<file path="src/rtl/mult_div_sequencer.sv">
// Iterative multiply/divide unit for MULT/MULTU/DIV/DIVU: shift-add multiply or
// restoring divide over WIDTH steps, sign fixup, then HI/LO write with a done pulse.
module mult_div_sequencer #(
  parameter int WIDTH = 32
) (
  input  logic             clock,
  input  logic             resetN,
  input  logic             start,
  input  logic [1:0]       operation,
  input  logic [WIDTH-1:0] operandA,
  input  logic [WIDTH-1:0] operandB,
  input  logic             hiloRead,
  input  logic             flush,
  output logic             busy,
  output logic             done,
  output logic             stallRequest,
  output logic             divByZero,
  output logic [WIDTH-1:0] hi,
  output logic [WIDTH-1:0] lo
);

  localparam int CW = $clog2(WIDTH) + 1;
  localparam logic [CW-1:0] LAST = CW'(WIDTH - 1);

  typedef enum logic [1:0] {IDLE, CALC, FIX} state_t;

  state_t             state;
  logic [CW-1:0]      counter;
  logic               is_div;
  logic               neg_q;
  logic               neg_r;
  logic               b_zero;
  logic [WIDTH-1:0]   opnd;
  logic [2*WIDTH-1:0] acc;
  logic [WIDTH-1:0]   rem;

  logic signed [WIDTH-1:0] sa;
  logic signed [WIDTH-1:0] sb;
  logic                    a_neg;
  logic                    b_neg;
  logic [WIDTH-1:0]        mag_a;
  logic [WIDTH-1:0]        mag_b;
  logic [WIDTH:0]          mul_sum;
  logic [WIDTH:0]          div_shift;
  logic [WIDTH:0]          div_trial;

  function automatic logic [WIDTH-1:0] cneg_w(input logic [WIDTH-1:0] v, input logic neg);
    return neg ? (~v + 1'b1) : v;
  endfunction

  function automatic logic [2*WIDTH-1:0] cneg_2w(input logic [2*WIDTH-1:0] v, input logic neg);
    return neg ? (~v + 1'b1) : v;
  endfunction

  // The most negative value maps to 2^(WIDTH-1), which still fits unsigned.
  always_comb begin
    sa    = operandA;
    sb    = operandB;
    a_neg = ~operation[0] & (sa < 0);
    b_neg = ~operation[0] & (sb < 0);
    mag_a = cneg_w(operandA, a_neg);
    mag_b = cneg_w(operandB, b_neg);
  end

  // Multiply keeps the multiplier in acc's low half and shifts right;
  // divide shifts the dividend out of acc's low half while quotient bits shift in.
  always_comb begin
    mul_sum   = {1'b0, acc[2*WIDTH-1:WIDTH]} + (acc[0] ? {1'b0, opnd} : '0);
    div_shift = {rem, acc[WIDTH-1]};
    div_trial = div_shift - {1'b0, opnd};
  end

  assign stallRequest = busy & (hiloRead | start);

  always_ff @(posedge clock or negedge resetN) begin
    if (!resetN) begin
      state     <= IDLE;
      counter   <= '0;
      busy      <= 1'b0;
      done      <= 1'b0;
      divByZero <= 1'b0;
      hi        <= '0;
      lo        <= '0;
      is_div    <= 1'b0;
      neg_q     <= 1'b0;
      neg_r     <= 1'b0;
      b_zero    <= 1'b0;
      opnd      <= '0;
      acc       <= '0;
      rem       <= '0;
    end else begin
      done <= 1'b0;
      if (flush) begin
        state   <= IDLE;
        busy    <= 1'b0;
        counter <= '0;
      end else begin
        case (state)
          IDLE: begin
            if (start) begin
              state   <= CALC;
              busy    <= 1'b1;
              counter <= '0;
              is_div  <= operation[1];
              b_zero  <= (operandB == '0);
              neg_q   <= a_neg ^ b_neg;
              neg_r   <= operation[1] ? a_neg : (a_neg ^ b_neg);
              opnd    <= operation[1] ? mag_b : mag_a;
              acc     <= {{WIDTH{1'b0}}, (operation[1] ? mag_a : mag_b)};
              rem     <= '0;
            end
          end
          CALC: begin
            counter <= counter + 1'b1;
            if (is_div) begin
              rem            <= div_trial[WIDTH] ? div_shift[WIDTH-1:0] : div_trial[WIDTH-1:0];
              acc[WIDTH-1:0] <= {acc[WIDTH-2:0], ~div_trial[WIDTH]};
            end else begin
              acc <= {mul_sum, acc[WIDTH-1:1]};
            end
            if (counter == LAST) state <= FIX;
          end
          FIX: begin
            state     <= IDLE;
            busy      <= 1'b0;
            done      <= 1'b1;
            divByZero <= is_div & b_zero;
            if (is_div) begin
              lo <= cneg_w(acc[WIDTH-1:0], neg_q);
              hi <= cneg_w(rem, neg_r);
            end else begin
              {hi, lo} <= cneg_2w(acc, neg_q);
            end
          end
          default: state <= IDLE;
        endcase
      end
    end
  end

endmodule

</file>
<file path="config.mk">
export PLATFORM = sky130hd
export DESIGN_NAME = mult_div_sequencer
export DESIGN_NICKNAME = d
export VERILOG_FILES = /design/src/rtl/mult_div_sequencer.sv
export SDC_FILE = /design/constraint.sdc
export NUM_CORES = 1
export LEC_CHECK = 0
export CAP_MARGIN = 5
export CORE_ASPECT_RATIO = 2
export CORE_MARGIN = 3
export CORE_UTILIZATION = 24
export CTS_CLUSTER_DIAMETER = 30
export DETAILED_ROUTE_END_ITERATION = 10
export DONT_BUFFER_PORTS = 1
export GPL_ROUTABILITY_DRIVEN = 1
export PLACE_DENSITY_LB_ADDON = 0.12
export SLEW_MARGIN = 30
export SYNTH_ARGS = -nofsm -noshare
export SYNTH_HDL_FRONTEND = slang
export SYNTH_SLANG_ARGS = --single-unit
</file>
<file path="constraint.sdc">
create_clock -name clock -period 4.34 [get_ports clock]
set_clock_uncertainty 0.05 [all_clocks]
set_input_delay 0.868 -clock clock [delete_from_list [all_inputs] [get_ports clock]]
set_output_delay 0.868 -clock clock [all_outputs]
set_load 0.03 [all_outputs]
</file>
==> impl_metrics.json, run 1 <==
{
  "critPathArrivalTime_ps": 4320,
  "path_class": "register to register",
  "ys_warn_count": 0,
  "crit_family": "compound AO/OA/AOI/OAI gates",
  "grt_pass1_vias": 15500,
  "die_y_um": 375,
  "maxCapViolCount": 0,
  "final-hold-violation-count": 0,
  "initial_core_util_pct": 24.4,
  "power_density_mw_per_mm2": 440,
  "path_depth": 13,
  "core_mm2": 0.0672,
  "max_freq_mhz": 252,
  "combPwrFrac_pct": 25.1,
  "portBuffers": 0,
  "num_vias": 15200,
  "period_share_pct": 91.3,
  "rsz0062_at_grt": "no",
  "ioPinCount": 139,
  "status": "finished clean",
  "syn_to_final_growth_pct": 19.3,
  "stdcell_area_mm2": 0.0195,
  "wire_per_inst_um": 24.0,
  "setup_violations": 0,
  "drv_slew": 0,
  "wl_um": 71600,
  "post_cts.repair.setup_buffers": 0,
  "cts_tree": "built",
  "grt_pass1_wl_um": 104000,
  "ys.flop_type": "dfrtp_1",
  "cts_buffers": 52,
  "finalPower_mw": 8.59,
  "insertion_delay_ps": 610,
  "seq_area_frac_synth_pct": 31.6,
  "crit_top_cell": "a211oi_1",
  "internal_power_mw": 5.55,
  "critPathSlowestCell": "a211oi_1",
  "clkTransAtPathRegs_ps": 40,
  "grt_max_degree": 208,
  "grt.overflow.total": 0,
  "swShare_pct": 35.3,
  "dr.pass1.iters": 5,
  "relSlewSlack_pct": 45.7,
  "p_leak_nw": 8.29,
  "root_buffer": "clkbuf_16",
  "rrSetupSlack_ps": 380,
  "critPathCaptureType": "register",
  "ir_drop_mv": 0.297,
  "ant_nets": 0,
  "post_cts_resized": 0,
  "htree_levels": 2,
  "viasPerCell": 5.08,
  "syn_area_mm2": 0.0164,
  "tns_ps": 0,
  "avgSynthCellArea_um2": 7.97,
  "antenna_cells": 0,
  "syn_inst": 2055,
  "max_stage_delay_ps": 510,
  "cp.required_ps": 4700,
  "synth_nets": 2197,
  "async_flop_share_pct": 100,
  "place_congestion": 0.880,
  "layout-drive-gt1-share_pct": 9.61,
  "pwr-share-clk_pct": 47.7,
  "yosys.cell_types.count": 80,
  "hpwl_um": 56900,
  "grt_util_all_layers_pct": 19.7,
  "p_seq_share_pct": 27.3,
  "synth-edff-count": 0,
  "min_path_type": "input pin to async pin",
  "power_switching_mw": 3.04,
  "antenna_found_initial": 0,
  "drt_iter0_markers": 851,
  "min_period_ps": 3960,
  "startpoint_type": "register",
  "placed_cell_area_mm2": 0.0176,
  "tightest_slew_ps": 791,
  "clk_path_buf_depth": 3,
  "drc": 0,
  "crit_path_cell_trace": "inv_1, ha_1, fa_1, nand2b_1, a211oi_1, o21ba_2, a21oi_1, a211oi_1, o211ai_1, nand4bb_2, buf_4, mux2i_1, o21ai_0",
  "cts_sinks": 207,
  "fp-row-count": 134,
  "reg2reg_depth": 13,
  "critPathMaxFanout": 20,
  "die_w_um": 191,
  "design.die.area_mm2": 0.0716,
  "crit_buf_inv": 2,
  "fin_nets": 2205,
  "ys_seq_elements": 207
}
==> cell type report <==
cell class              instances  area [um^2]
clock buffers                  58         1350
repair buffers                 72          613
fillers                      7202        47700
inverters                      61          229
clock inverters                35          494
well taps                     884         1110
flip-flops and latches        207         5180
multi-input cells            1669        10600
==> sequential cells by signal, summed over array words and instances, names as in the netlist <==
| signal | count |
|---|---|
| neg_q | 1 |
| hi | 32 |
| rem | 32 |
| lo | 32 |
| neg_r | 1 |
| is_div | 1 |
| b_zero | 1 |
| done | 1 |
| opnd | 32 |
| busy | 1 |
| counter | 6 |
| state | 2 |
| acc | 64 |
| divByZero | 1 |
==> through the flow <==
stage	worst slack, ps	hold WS (ps)	util, %	cells
global route	103	190	29.1	2986
global placement	282	422	26.2	2890
finish	375	157	29.1	2986
detailed placement	272	426	26.2	2890
CTS	270	-108	28.9	2983
floorplan	940	390	-	2055
==> final timing paths <==
path                       startpoint        to
max                           acc[31]    rem[7]
min                            resetN  opnd[25]
max reg2reg                   acc[31]    rem[7]
min reg2reg                  opnd[18]  opnd[18]
max in group asynchronous      resetN    hi[13]
min in group clock              flush      busy
==> cell usage after synthesis (all sizes together), types with 9 or more instances <==
master	count	area share [%]
a21oi	151	4.6
buf	18	0.47
or3	26	0.99
dfrtp	207	32
nor2	172	3.9
nand4	13	0.50
nand2b	26	0.99
ha	69	5.3
o21ai	260	7.9
nand3	31	0.98
inv	59	1.4
nor4	17	0.82
nand2	270	6.2
nor3	42	1.4
o21a	13	0.60
a211oi	19	0.87
mux2i	83	5.1
a21o	33	1.5
o31ai	37	1.7
or2	12	0.46
a31oi	12	0.46
or4	18	0.89
o211ai	16	0.73
xor2	100	5.3
clkbuf	100	2.3
nor2b	22	0.84
xnor2	88	4.7
nor3b	9	0.44
o41ai	20	1.1
==> metal layers <==
| metal | global-route usage [%] | up-vias | part of all wire (%) |
|---|---|---|---|
| met2 | 39.1 | 371 | 56 |
| li1 | - | 7383 | - |
| met5 | 0 | - | 0 |
| met4 | 10.5 | 0 | 5.9 |
| met1 | 19.0 | 7307 | 34 |
| met3 | 2.84 | 121 | 3.8 |
==> worst register-to-register path, delay by kind of cell, from the launching register on <==
family | cells | cell delay (ps)
AO/OA/AOI/OAI | 6 | 1650
adder cells (fa/ha/maj) | 2 | 620
buffers and inverters | 2 | 460
flip-flops | 1 | 430
AND/OR/NAND/NOR | 2 | 350
multiplexers | 1 | 260
==> power groups by stage <==
| stage | clock [mW] | combinational [mW] | sequential [mW] |
|---|---|---|---|
| 6_report | 4.09 | 2.15 | 2.34 |
| 5_1_grt | 4.29 | 2.37 | 2.37 |
| 4_1_cts | 4.19 | 2.13 | 2.34 |
| 3_5_place_dp | 0 | 2.13 | 2.38 |
| 3_3_place_gp | 0 | 2.13 | 2.37 |
| 2_1_floorplan | 0 | 1.43 | 2.24 |
==> kinds of logic after synthesis <==
kind of cell,share of synthesized area (%)
AND/OR/NAND/NOR,19.6
AO/OA/AOI/OAI,23.7
flip-flops,31.6
XOR/XNOR,10.1
buffers and inverters,4.16
multiplexers,5.42
adder cells (fa/ha/maj),5.51
==> layout by cell type (no fill, tap or decap), types with 26 or more instances in the layout <==
cell type  netlist  final
ha_1            69     69
xor2_1         100    100
nor3_1          41     40
o21ai_0        240    240
nand2_1        270    269
xnor2_1         88     88
mux2i_1         83     83
o31ai_1         37     37
a21o_1          33     33
clkbuf_16        0     53
a21oi_1        151    151
or3_1           26     26
nand3_1         30     29
inv_1           59     59
buf_4            0     68
nor2_1         172    171
dfrtp_1        207    205
Power figures use the tool's default switching activity.
==> run 2: changes to the inputs <==
- ABC_CLOCK_PERIOD_IN_PS: not set -> 4340
==> results of run 2 <==
Final layout, timing and power as in run 1 (identical DEF).
